**config.mk**
```make
export PLATFORM = sky130hd
export DESIGN_NAME = vga_timing_gen
export DESIGN_NICKNAME = d
export VERILOG_FILES = /design/src/rtl/vga_pkg.sv /design/src/rtl/vga_axis_counter.sv /design/src/rtl/vga_timing_gen.sv
export SDC_FILE = /design/constraint.sdc
export NUM_CORES = 1
export LEC_CHECK = 0
export CORE_UTILIZATION = 48
export DETAILED_ROUTE_END_ITERATION = 10
export HOLD_SLACK_MARGIN = 0.08
export PLACE_DENSITY = 0.8
export SLEW_MARGIN = 15
export SYNTH_ARGS = -nofsm -noshare
export SYNTH_HDL_FRONTEND = slang
export SYNTH_SLANG_ARGS = --single-unit
```
**constraint.sdc**
```tcl
create_clock -name clk -period 3.39 [get_ports clk]
set_clock_uncertainty 0.15 [all_clocks]
set_input_delay 0.339 -clock clk [delete_from_list [all_inputs] [get_ports clk]]
set_output_delay 0.339 -clock clk [all_outputs]
set_load 0.01 [all_outputs]
```
**src/rtl/vga_pkg.sv**
```systemverilog
// Shared VGA timing types, 640x480@60 defaults and counter-width helper.
package vga_pkg;

    typedef struct packed {
        int unsigned active;
        int unsigned fp;
        int unsigned sync;
        int unsigned bp;
    } vga_axis_t;

    typedef enum logic {
        RUN_WAIT   = 1'b0,
        RUN_ACTIVE = 1'b1
    } vga_run_e;

    localparam vga_axis_t VGA_640X480_H = '{active: 640, fp: 16, sync: 96, bp: 48};
    localparam vga_axis_t VGA_640X480_V = '{active: 480, fp: 10, sync: 2, bp: 33};
    localparam int unsigned VGA_640X480_DIV = 4;

    function automatic int unsigned vga_axis_total(vga_axis_t a);
        return a.active + a.fp + a.sync + a.bp;
    endfunction

    function automatic int unsigned vga_cnt_w(int unsigned h_total, int unsigned v_total);
        return $clog2((h_total > v_total) ? h_total : v_total);
    endfunction

endpackage

```
**src/rtl/vga_axis_counter.sv**
```systemverilog
// One timing axis: position counter with wrap, plus active/sync decode of the next value.
module vga_axis_counter
    import vga_pkg::*;
#(
    parameter vga_axis_t   TIMING = VGA_640X480_H,
    parameter int unsigned W      = 10
) (
    input  logic         clk_i,
    input  logic         rst_n_i,
    input  logic         clr_i,
    input  logic         tick_i,
    input  logic         restart_i,
    input  logic         inc_i,
    output logic [W-1:0] cnt_o,
    output logic         wrap_o,
    output logic         zero_o,
    output logic         active_o,
    output logic         sync_o
);

    localparam int unsigned TOTAL      = vga_axis_total(TIMING);
    localparam int unsigned SYNC_START = TIMING.active + TIMING.fp;
    localparam int unsigned SYNC_END   = SYNC_START + TIMING.sync;
    localparam logic [W-1:0] LAST      = W'(TOTAL - 1);

    logic [W-1:0] cnt_q, cnt_d;

    assign wrap_o = inc_i && (cnt_q == LAST);

    always_comb begin
        cnt_d = cnt_q;
        if (clr_i) begin
            cnt_d = '0;
        end else if (tick_i) begin
            if (restart_i || wrap_o) begin
                cnt_d = '0;
            end else if (inc_i) begin
                cnt_d = cnt_q + W'(1);
            end
        end
    end

    always_ff @(posedge clk_i or negedge rst_n_i) begin
        if (!rst_n_i) begin
            cnt_q <= '0;
        end else begin
            cnt_q <= cnt_d;
        end
    end

    // Decodes look at the value being loaded so the registered flags line up with cnt_o.
    assign zero_o   = (cnt_d == '0);
    assign active_o = (cnt_d < W'(TIMING.active));
    assign sync_o   = (cnt_d >= W'(SYNC_START)) && (cnt_d < W'(SYNC_END));
    assign cnt_o    = cnt_q;

endmodule

```
**src/rtl/vga_timing_gen.sv**
```systemverilog
// VGA raster timing generator: pixel-clock divider, h/v counters, delayed syncs, start pulses.
module vga_timing_gen
    import vga_pkg::*;
#(
    parameter int unsigned H_ACTIVE   = VGA_640X480_H.active,
    parameter int unsigned H_FP       = VGA_640X480_H.fp,
    parameter int unsigned H_SYNC     = VGA_640X480_H.sync,
    parameter int unsigned H_BP       = VGA_640X480_H.bp,
    parameter int unsigned V_ACTIVE   = VGA_640X480_V.active,
    parameter int unsigned V_FP       = VGA_640X480_V.fp,
    parameter int unsigned V_SYNC     = VGA_640X480_V.sync,
    parameter int unsigned V_BP       = VGA_640X480_V.bp,
    parameter int unsigned DIV        = VGA_640X480_DIV,
    parameter logic        SYNC_POL   = 1'b0,
    parameter int unsigned SYNC_DELAY = 1,
    localparam int unsigned CNT_W = vga_cnt_w(H_ACTIVE + H_FP + H_SYNC + H_BP,
                                              V_ACTIVE + V_FP + V_SYNC + V_BP)
) (
    input  logic             clk,
    input  logic             rst,
    input  logic             en,
    output logic             pix_en,
    output logic             hsync,
    output logic             vsync,
    output logic             valid,
    output logic [CNT_W-1:0] h_cnt,
    output logic [CNT_W-1:0] v_cnt,
    output logic             line_start,
    output logic             frame_start
);

    if (H_ACTIVE == 0 || H_FP == 0 || H_SYNC == 0 || H_BP == 0 ||
        V_ACTIVE == 0 || V_FP == 0 || V_SYNC == 0 || V_BP == 0) begin : g_bad_timing
        $error("vga_timing_gen: timing fields must be non-zero");
    end
    if (DIV < 1 || DIV > 16) begin : g_bad_div
        $error("vga_timing_gen: DIV must be 1..16");
    end
    if (SYNC_DELAY > 3) begin : g_bad_delay
        $error("vga_timing_gen: SYNC_DELAY must be 0..3");
    end

    localparam vga_axis_t H_TIMING = '{active: H_ACTIVE, fp: H_FP, sync: H_SYNC, bp: H_BP};
    localparam vga_axis_t V_TIMING = '{active: V_ACTIVE, fp: V_FP, sync: V_SYNC, bp: V_BP};
    localparam logic [3:0] DIV_LAST = 4'(DIV - 1);
    localparam logic [SYNC_DELAY:0] SYNC_IDLE = {(SYNC_DELAY + 1){~SYNC_POL}};

    logic [3:0]        div_q, div_d;
    vga_run_e          run_q, run_d;
    logic              pix_en_q, pix_en_d;
    logic              line_start_q, line_start_d;
    logic              frame_start_q, frame_start_d;
    logic              valid_q, valid_d;
    logic [SYNC_DELAY:0] hs_q, hs_d, vs_q, vs_d;
    logic [SYNC_DELAY:0] hs_shift, vs_shift;
    logic              tick, hs_new, vs_new;
    logic              h_wrap, h_zero, h_active, h_sync;
    logic              v_wrap_unused, v_zero, v_active, v_sync;

    assign tick = en && (div_q == DIV_LAST);

    vga_axis_counter #(.TIMING(H_TIMING), .W(CNT_W)) u_h_axis (
        .clk_i     (clk),
        .rst_n_i   (rst),
        .clr_i     (!en),
        .tick_i    (tick),
        .restart_i (run_q == RUN_WAIT),
        .inc_i     (1'b1),
        .cnt_o     (h_cnt),
        .wrap_o    (h_wrap),
        .zero_o    (h_zero),
        .active_o  (h_active),
        .sync_o    (h_sync)
    );

    vga_axis_counter #(.TIMING(V_TIMING), .W(CNT_W)) u_v_axis (
        .clk_i     (clk),
        .rst_n_i   (rst),
        .clr_i     (!en),
        .tick_i    (tick),
        .restart_i (run_q == RUN_WAIT),
        .inc_i     (h_wrap),
        .cnt_o     (v_cnt),
        .wrap_o    (v_wrap_unused),
        .zero_o    (v_zero),
        .active_o  (v_active),
        .sync_o    (v_sync)
    );

    assign hs_new = h_sync ? SYNC_POL : ~SYNC_POL;
    assign vs_new = v_sync ? SYNC_POL : ~SYNC_POL;

    // Stage 0 always holds the undelayed sync; output taps stage SYNC_DELAY.
    if (SYNC_DELAY == 0) begin : g_no_delay
        assign hs_shift = hs_new;
        assign vs_shift = vs_new;
    end else begin : g_delay
        assign hs_shift = {hs_q[SYNC_DELAY-1:0], hs_new};
        assign vs_shift = {vs_q[SYNC_DELAY-1:0], vs_new};
    end

    always_comb begin
        div_d         = div_q;
        run_d         = run_q;
        pix_en_d      = 1'b0;
        line_start_d  = 1'b0;
        frame_start_d = 1'b0;
        valid_d       = valid_q;
        hs_d          = hs_q;
        vs_d          = vs_q;
        if (!en) begin
            div_d   = '0;
            run_d   = RUN_WAIT;
            valid_d = 1'b0;
            hs_d    = SYNC_IDLE;
            vs_d    = SYNC_IDLE;
        end else if (tick) begin
            div_d         = '0;
            run_d         = RUN_ACTIVE;
            pix_en_d      = 1'b1;
            line_start_d  = h_zero;
            frame_start_d = h_zero && v_zero;
            valid_d       = h_active && v_active;
            hs_d          = hs_shift;
            vs_d          = vs_shift;
        end else begin
            div_d = div_q + 4'd1;
        end
    end

    always_ff @(posedge clk or negedge rst) begin
        if (!rst) begin
            div_q         <= '0;
            run_q         <= RUN_WAIT;
            pix_en_q      <= 1'b0;
            line_start_q  <= 1'b0;
            frame_start_q <= 1'b0;
            valid_q       <= 1'b0;
            hs_q          <= SYNC_IDLE;
            vs_q          <= SYNC_IDLE;
        end else begin
            div_q         <= div_d;
            run_q         <= run_d;
            pix_en_q      <= pix_en_d;
            line_start_q  <= line_start_d;
            frame_start_q <= frame_start_d;
            valid_q       <= valid_d;
            hs_q          <= hs_d;
            vs_q          <= vs_d;
        end
    end

    assign pix_en      = pix_en_q;
    assign line_start  = line_start_q;
    assign frame_start = frame_start_q;
    assign valid       = valid_q;
    assign hsync       = hs_q[SYNC_DELAY];
    assign vsync       = vs_q[SYNC_DELAY];

endmodule
```
# ---- Word-level counts from Yosys, hierarchy flattened
# Index checks and enable logic that the tools add are counted.
# Widths: inputs -> output; s select.
dict set report classes {
  n_bitwise 1
  muxes 25
  n_lt_le_gt_ge 6
  addsub 3
  eq_ne 4
  n_reduce_logical 10
}
# cell count
set ops {}
lappend ops {{$mux 10} 7}
lappend ops {{$add 10x1->10 const B} 2}
lappend ops {{$eq 10x10->1 const B} 2}
lappend ops {{$logic_not 10->1} 2}
lappend ops {{$lt 10x10->1 const B} 2}
lappend ops {{$lt 10x9->1 const B} 2}
lappend ops {{$mux 1} 12}
lappend ops {{$ge 10x10->1 const B} 1}
lappend ops {{$ge 10x9->1 const B} 1}
lappend ops {{$mux 2} 4}
lappend ops {{$mux 4} 2}
lappend ops {{$logic_and 1x1->1} 6}
lappend ops {{$add 4x1->4 const B} 1}
lappend ops {{$eq 4x2->1 const B} 1}
lappend ops {{$logic_or 1x1->1} 2}
lappend ops {{$ne 2x1->1 const B} 1}
lappend ops {{$not 1->1} 1}
dict set report totals {
  output_inout_bits 26
  inputBits 3
  register_bits 33
}

# ---- Longest topological paths before layout
# Gate-level depths: netlist of the first run.
dict set report logic_depth {
  ltp_word 11
  ltp_mapped 10
  ltp_nobuf 8
}

# ---- Hierarchy
# From an unflattened synthesis of the first run, not the netlist that was laid out.
dict set report unflattened {
  cells_unflattened 232
  hier_area_um2 2163.3
}
# module instances cells_per_inst seq_area_each_um2 area_per_inst_um2
set by_module_without_submodules {}
lappend by_module_without_submodules {{vga_axis_counter (u_h_axis)} 1 98 250.2 835.8}
lappend by_module_without_submodules {{vga_axis_counter (u_v_axis)} 1 88 250.2 760.7}
lappend by_module_without_submodules {vga_timing_gen 1 46 330.3 566.8}

# ---- Least setup slack after synthesis of the first run
# OpenSTA, ideal clock, no wires.
dict set report synth_path {
  path_kind {register to register}
  startpoint {register u_h_axis.cnt_q[5], in the netlist u_h_axis.cnt_o[5]}
  endpoint {register vs_q[0]}
  setup_slack_ns 0.539
  setup_time_ns 0.083
  path_buffers 1
  synth_period_minus_slack_ns 2.851
  path_stages_with_launch 8
  t_arrival_ns 2.618
  t_required_ns 3.157
  path_cell_list {dfrtp_1 or4b_4 or4_4 buf_6 nor4_2 xnor2_1 a21oi_1 o32a_1}
}
dict set report synth_between {
  elab_chain_cells 11
  elab_cells_between_ends 13
  cone_classes {order compare (2); eq/ne (1); mux (7); reduce/logical (3)}
}
# element line_no
set synth_lines {}
lappend synth_lines {{from (decl)} vga_axis_counter.sv:26} ;# logic [W-1:0] cnt_q, cnt_d;
lappend synth_lines {{from (signal assigned)} vga_axis_counter.sv:47} ;# cnt_q <= cnt_d;
lappend synth_lines {{$eq 10x10->1 *} vga_axis_counter.sv:28} ;# assign wrap_o = inc_i && (cnt_q == LAST);
lappend synth_lines {{$logic_and 1x1->1} vga_axis_counter.sv:28}
lappend synth_lines {{$logic_or 1x1->1} vga_axis_counter.sv:35} ;# if (restart_i || wrap_o) begin
lappend synth_lines {{$mux 10 *} vga_axis_counter.sv:35}
lappend synth_lines {{$mux 10 *} vga_axis_counter.sv:34} ;# end else if (tick_i) begin
lappend synth_lines {{$mux 10 *} vga_axis_counter.sv:32} ;# if (clr_i) begin
lappend synth_lines {{$ge 10x9->1 / $lt 10x9->1 (equally long branches)} vga_axis_counter.sv:54} ;# assign sync_o = (cnt_d >= W'(SYNC_START)) && (cnt_d < W'(SYNC_END));
lappend synth_lines {{$logic_and 1x1->1 *} vga_axis_counter.sv:54}
lappend synth_lines {{$mux 1 *} vga_timing_gen.sv:91} ;# assign vs_new = v_sync ? SYNC_POL : ~SYNC_POL;
lappend synth_lines {{$mux 2 *} vga_timing_gen.sv:117} ;# end else if (tick) begin
lappend synth_lines {{$mux 2 *} vga_timing_gen.sv:111} ;# if (!en) begin
lappend synth_lines {{to (signal assigned)} vga_timing_gen.sv:149} ;# vs_q <= vs_d;
lappend synth_lines {{to (decl)} vga_timing_gen.sv:54} ;# logic [SYNC_DELAY:0] hs_q, hs_d, vs_q, vs_d;
# Mark *: on every way between the ends. The rest lies on a longest branch, timed or not. The select of a mux whose other input is x is not followed.
# A chain may end at the register's enable or synchronous reset.

# ---- Worst setup path after layout of the first run
dict set report layout_path {
  startpoint {register u_h_axis.cnt_q[4], in the netlist u_h_axis.cnt_o[4]}
  endpoint {register vs_q[0]}
}
# The elaborated chain is that of the path after synthesis.

==> impl_metrics.json, run 1 <==
{
  "die-area_um2": 4340,
  "utilization": 0.626,
  "yosysUniqueCellTypes": 55,
  "drc": 0,
  "dp_slack_ns": 0.375,
  "p_switching_uw": 183,
  "pwr-share-clk": 0.377,
  "grt_pass1_wl_mm": 7.56,
  "period_share": 0.900,
  "postCtsSetupRepairBufs": 0,
  "synth-edff-count": 0,
  "dp_hpwl_mm": 3.12,
  "syn_area_um2": 1960,
  "synth.top_cell.area_share": 0.371,
  "fin_setup_tns_ns": 0,
  "p_leak_uw": 0.000978,
  "io_pins": 29,
  "async_flop_share": 1.00,
  "vias": 1655,
  "critical_path_class": "reg2reg",
  "status": "finished clean",
  "grt_max_degree": 34,
  "grt_use_total": 0.232,
  "row_count": 22,
  "synth_seq_cells": 33,
  "nFillCells": 303,
  "tightestPinTransition_ns": 0.511,
  "nets": 240,
  "cap_violations": 0,
  "cp_slowest_stage_delay_ns": 0.55,
  "post_drt_via_cell_ratio": 5.87,
  "seqPwrFrac": 0.546,
  "grt_antenna_before_repair": 0,
  "die_h_um": 65.9,
  "yosys.area.top_type": "dfrtp_1",
  "synth_nets": 212,
  "yosysWarnings": 0,
  "hold_buffers": 0,
  "cp_max_fo": 11,
  "synth_ff_type": "dfrtp_1",
  "ctsResizeCount": 0,
  "wl_met3_um": 173,
  "path_cells": "or4b_4 -> or3_1 -> nor4_2 -> o21bai_1 -> or4_1 -> o32a_1",
  "port_buffers": 28,
  "ctsRootBufferMaster": "clkbuf_8",
  "avgRoutedWirePerCell_um": 15.4,
  "routed_wl_mm": 4.35,
  "final-max-slew-violation-count": 0,
  "crit_path_start_kind": "flip-flop",
  "synth.yosys.seq_area_share": 0.425,
  "cts_tree": "built",
  "ys_top_cells_by_area": "dfrtp_1, dfstp_2, xnor2_1",
  "die_w_um": 65.9,
  "dr.max_layer_used": "met4",
  "swShare": 0.243,
  "wl_met1_mm": 2.19,
  "antenna_cells": 0,
  "required_ns": 3.45,
  "worstPathArrival_ns": 3.11,
  "hold_violations": 0,
  "first_iter_violations": 92,
  "power_uw": 753,
  "fp.coreArea_um2": 3770,
  "area_growth_pct": 20.6,
  "drtPass1Iterations": 4,
  "first_global_vias": 1570,
  "rsz0062_at_grt": "false",
  "worst_path_max_delay_cell": "or4b_4",
  "drive_gt1_frac": 0.115,
  "hold_class": "in2async",
  "cp-end-kind": "flip-flop",
  "p_per_area_nw_per_um2": 319,
  "dpl-instance-area_um2": 2280,
  "period_minus_slack_ns": 3.05,
  "routabilityCongestion": 0.892,
  "fin_ws_ns": 0.341,
  "syn_inst": 205,
  "internal-power_uw": 571,
  "ir_drop_uv": 236,
  "setup_viol": 0,
  "routed-wl-met2_mm": 1.93,
  "clkTransAtPathRegs_ns": 0.07,
  "power_frac_comb": 0.078,
  "start_util": 0.519,
  "synth_area_per_cell_um2": 9.55,
  "htreeDepth": 2,
  "clkLatencyLatePin_ns": 0.29,
  "fin_area_um2": 2360,
  "cts_made_buffers": 5,
  "overflow": 0,
  "cts_buffer_depth": 2,
  "clock-sinks": 33,
  "fmax_mhz": 328,
  "postRouteAntennaNets": 0,
  "relSlewSlack": 0.656
}
## metrics by stage
step,instances,hold WS (ns)
after floorplan,205,-0.107
after global placement,274,0.305
after detailed placement,274,0.310
after CTS,282,0.307
after global routing,282,0.324
final,282,0.289
## cell usage in the layout, fill, tap and decap left out, types with 2 or more instances in the layout
master | synthesis | final
nand2b_1 | 2 | 2
o21bai_1 | 2 | 2
o21a_1 | 3 | 3
dfstp_2 | 4 | 4
or3b_1 | 3 | 3
clkbuf_8 | 0 | 5
nand2_1 | 18 | 18
dfrtp_1 | 29 | 29
a31oi_1 | 4 | 4
a21oi_1 | 4 | 4
o211ai_1 | 2 | 2
xor2_1 | 3 | 3
or3_1 | 5 | 5
nand4_1 | 8 | 8
buf_4 | 1 | 5
clkinv_2 | 0 | 2
nor2_1 | 20 | 20
ha_1 | 4 | 4
a21boi_0 | 2 | 2
a311oi_1 | 2 | 2
xnor2_1 | 12 | 12
o2bb2ai_1 | 2 | 2
and2_1 | 4 | 4
nor4_2 | 3 | 3
clkdlybuf4s50_1 | 0 | 28
nor3_1 | 2 | 2
nand3_1 | 9 | 9
inv_1 | 4 | 4
and3_1 | 7 | 7
a21oi_2 | 2 | 2
a21o_1 | 3 | 3
and4_1 | 3 | 3
a22o_1 | 2 | 2
o21ai_0 | 3 | 3
or4_1 | 2 | 2
## critical path, delay by kind of cell (launching register included)
kind               cells  cell delay (ns)
DFF                    1             0.53
AOI/OAI and AO/OA      2             0.48
and+or+nand+nor        4             1.82
## power by group through the flow
stage          Sequential, uW  Clock (uW)  Combinational (uW)
3_5_place_dp              418           0                58.9
2_1_floorplan             418           0                29.9
6_report                  411         284                58.5
4_1_cts                   411         289                59.4
3_3_place_gp              418           0                59.3
5_1_grt                   412         311                66.0
## worst paths after layout
kind,from,end,slack [ns],depth (start not counted)
worst max-delay path,u_h_axis.cnt_o[4]$_DFF_PN0_,vs_q[0]$_DFFE_PN1P_,0.34,6
worst min-delay path,rst,u_v_axis.cnt_o[4]$_DFF_PN0_,0.29,2
worst max register to register,u_h_axis.cnt_o[4]$_DFF_PN0_,vs_q[0]$_DFFE_PN1P_,0.34,6
worst min register to register,div_q[0]$_DFF_PN0_,div_q[0]$_DFF_PN0_,0.32,1
max in group asynchronous,rst,vs_q[0]$_DFFE_PN1P_,2.46,2
min in group clk,div_q[0]$_DFF_PN0_,div_q[0]$_DFF_PN0_,0.32,1
## Yosys cell counts, types with 5 or more instances
cell type / instances
nor2_1: 20
xnor2_1: 12
nand3_1: 9
and3_1: 7
nand4_1: 8
clkbuf_1: 9
or3_1: 5
nand2_1: 18
dfrtp_1: 29
## per-layer routing
metal | track usage | up-vias
li1 | - | 809
met1 | 0.337 | 799
met2 | 0.334 | 41
met3 | 0.0569 | 6
met4 | 0.0842 | 0
met5 | 0 | -
## kinds of logic (layout without fill, tap and decap cells)
kind of cell / Yosys count / count (layout) / synth area share
AOI/OAI and AO/OA: 42 / 42 / 0.166
xor gates and xnor gates: 15 / 15 / 0.0671
adders and majority gates: 4 / 4 / 0.0256
buffers and inverters: 17 / 46 / 0.0390
DFF: 33 / 33 / 0.425
and+or+nand+nor: 94 / 94 / 0.277
## flip-flops by register name (all words and copies together), names as in the netlist
name,count
u_h_axis.cnt_o,10
u_v_axis.cnt_o,10
div_q,4
hs_q,2
vs_q,2
frame_start,1
line_start,1
pix_en,1
run_q,1
valid,1
## layout make-up
cell class / instances / area, um^2 / share of cell area
Timing Repair Buffer: 33 / 318 / 0.135
Tap cell: 48 / 60.1 / 0.0255
Clock inverter: 2 / 10.0 / 0.00424
Sequential cell: 33 / 831 / 0.352
Multi-Input combinational cell: 155 / 1050 / 0.445
Clock buffer: 6 / 72.6 / 0.0308
Inverter: 5 / 18.8 / 0.00795
Power figures use the tool's default switching activity.
==> run 2: changes to the inputs <==
--- a/config.mk
+++ b/config.mk
@@ -8,7 +8,7 @@
 export CORE_UTILIZATION = 48
 export DETAILED_ROUTE_END_ITERATION = 10
 export HOLD_SLACK_MARGIN = 0.08
-export PLACE_DENSITY = 0.8
+export PLACE_DENSITY = 0.83
 export SLEW_MARGIN = 15
 export SYNTH_ARGS = -nofsm -noshare
 export SYNTH_HDL_FRONTEND = slang
==> constraint.sdc (replaced) <==
create_clock -name clk -period 2.45 [get_ports clk]
set_clock_uncertainty 0.15 [all_clocks]
set_input_delay 0.245 -clock clk [delete_from_list [all_inputs] [get_ports clk]]
set_output_delay 0.245 -clock clk [all_outputs]
set_load 0.01 [all_outputs]
==> impl_metrics.json, run 2 (same netlist as run 1, synthesis figures left out) <==
{
  "cts_tree": "built",
  "critical_path_class": "reg2reg",
  "worstPathArrival_ns": 2.94,
  "rsz0062_at_grt": "true",
  "cpLargestDelayFamily": "simple AND/OR/NAND/NOR gates",
  "die-area_um2": 4340,
  "postRouteAntennaNets": 0,
  "reg2reg_to": "vs_q[0]$_DFFE_PN1P_",
  "layout_commonest_cell": "buf_4",
  "r2r_cells": 7,
  "nFillCells": 241,
  "fp.coreArea_um2": 3770,
  "die_w_um": 65.9,
  "htreeDepth": 2,
  "vias": 2106,
  "tightestPinTransition_ns": 0.483,
  "hold_buffers": 0,
  "routabilityCongestion": 0.947,
  "relSlewSlack": 0.674,
  "cap_violations": 0,
  "utilization": 0.796,
  "p_per_area_nw_per_um2": 369,
  "period_share": 1.17,
  "start_util": 0.519,
  "cts_buffer_depth": 2,
  "grt_antenna_before_repair": 0,
  "overflow": 0,
  "reg2reg_slack_ns": -0.42,
  "nets": 300,
  "fin_ws_ns": -0.416,
  "row_count": 22,
  "power_uw": 1110,
  "antenna_cells": 0,
  "required_ns": 2.52,
  "clock-sinks": 33,
  "hold_violations": 0,
  "ctsRootBufferMaster": "clkbuf_8",
  "routed_wl_mm": 6.73,
  "ir_drop_uv": 318,
  "setup_viol": 4,
  "io_pins": 29,
  "grt_max_degree": 34,
  "drtPass1Iterations": 4,
  "fmax_mhz": 349,
  "path_cells": "or4b_4 -> or3_4 -> buf_6 -> nor4_4 -> o21bai_2 -> or4_1 -> o32a_1",
  "drive_gt1_frac": 0.367,
  "die_h_um": 65.9,
  "hold_class": "in2async",
  "crit_path_start_kind": "flip-flop",
  "clkTransAtPathRegs_ns": 0.08,
  "cp_max_fo": 4,
  "violations": "negative setup slack",
  "first_global_vias": 2087,
  "worst_path_max_delay_cell": "or4b_4",
  "cp_slowest_stage_delay_ns": 0.56,
  "first_iter_violations": 163,
  "p_leak_uw": 0.00135,
  "clkLatencyLatePin_ns": 0.29,
  "timing.rr.start": "u_h_axis.cnt_o[7]$_DFF_PN0_",
  "grt_pass1_wl_mm": 10.4,
  "post_drt_via_cell_ratio": 6.16,
  "cp-end-kind": "flip-flop",
  "final_cell_mix": "buf_4, clkdlybuf4s50_1, dfrtp_1",
  "avgRoutedWirePerCell_um": 19.7,
  "crit_buf_inv": 1,
  "cts_made_buffers": 5,
  "grt_use_total": 0.331,
  "drc": 0,
  "fin_setup_tns_ns": -1.12,
  "period_minus_slack_ns": 2.87,
  "dp_hpwl_mm": 4.18,
  "status": "finished, violations left",
  "area_growth_pct": 53.4,
  "port_buffers": 28,
  "final-max-slew-violation-count": 0
}
-- run 2: worst max-delay path by stage --
| stage | startpoint | to | slack (ns) | cells past startpoint |
|---|---|---|---|---|
| final | u_h_axis.cnt_o[7]$_DFF_PN0_ | vs_q[0]$_DFFE_PN1P_ | -0.42 | 7 |
| after floorplan | u_h_axis.cnt_o[7]$_DFF_PN0_ | frame_start$_DFF_PN0_ | -0.35 | 7 |
| after detailed placement | u_h_axis.cnt_o[7]$_DFF_PN0_ | vs_q[0]$_DFFE_PN1P_ | -0.39 | 7 |
| after global placement | u_h_axis.cnt_o[7]$_DFF_PN0_ | vs_q[0]$_DFFE_PN1P_ | -0.30 | 7 |
| after CTS | u_h_axis.cnt_o[7]$_DFF_PN0_ | vs_q[0]$_DFFE_PN1P_ | -0.35 | 7 |
| after global routing | div_q[1]$_DFF_PN0_ | frame_start$_DFF_PN0_ | -0.49 | 9 |
-- run 2: metal layers --
layer	vias to the layer above	track usage	part of all wire
li1	925	-	-
met1	1021	0.414	0.38
met2	116	0.540	0.48
met3	44	0.0759	0.089
met4	0	0.149	0.051
met5	-	0	0
-- run 2: what timing repair did --
| action | 4_1_cts | 5_1_grt |
|---|---|---|
| pin swaps | 9 | 13 |
| buffers inserted | 6 | 2 |
| endpoints found under the setup margin | 9 | 11 |
| gates cloned | 0 | 0 |
| gates resized for setup | 11 | 18 |
-- run 2: worst register-to-register path, stage by stage (launching register included) --
cell and delay [ns]:
dfrtp_2 0.41, or4b_4 0.56, or3_4 0.38, buf_6 0.14
nor4_4 0.28, o21bai_2 0.15, or4_1 0.42, o32a_1 0.30
-- run 2: cell type report --
type	count	area (um^2)	share of cell area
repair buffers	93	792	0.264
flip-flops and latches	33	833	0.278
multi-input cells	155	1210	0.405
clock inverters	2	10.0	0.00333
clock buffers	6	72.6	0.0242
well taps	48	60.1	0.0200
inverters	5	18.8	0.00625
-- run 2: metrics by stage --
step                setup WS, ns  std cells  hold WS [ns]  area, um^2
floorplan                 -0.354        205        -0.201        1990
global placement          -0.302        328         0.327        2700
detailed placement        -0.390        328         0.334        2700
CTS                       -0.347        340         0.228        2890
global route              -0.495        342         0.255        3000
finish                    -0.416        342         0.207        3000
-- run 2: report_power, final --
| group | total [uW] | switching [uW] | leakage [uW] | internal (uW) |
|---|---|---|---|---|
| clock | 408 | 211 | 0.0000450 | 197 |
| combinational | 131 | 64.4 | 0.000861 | 66.4 |
| sequential | 570 | 10.9 | 0.000441 | 559 |
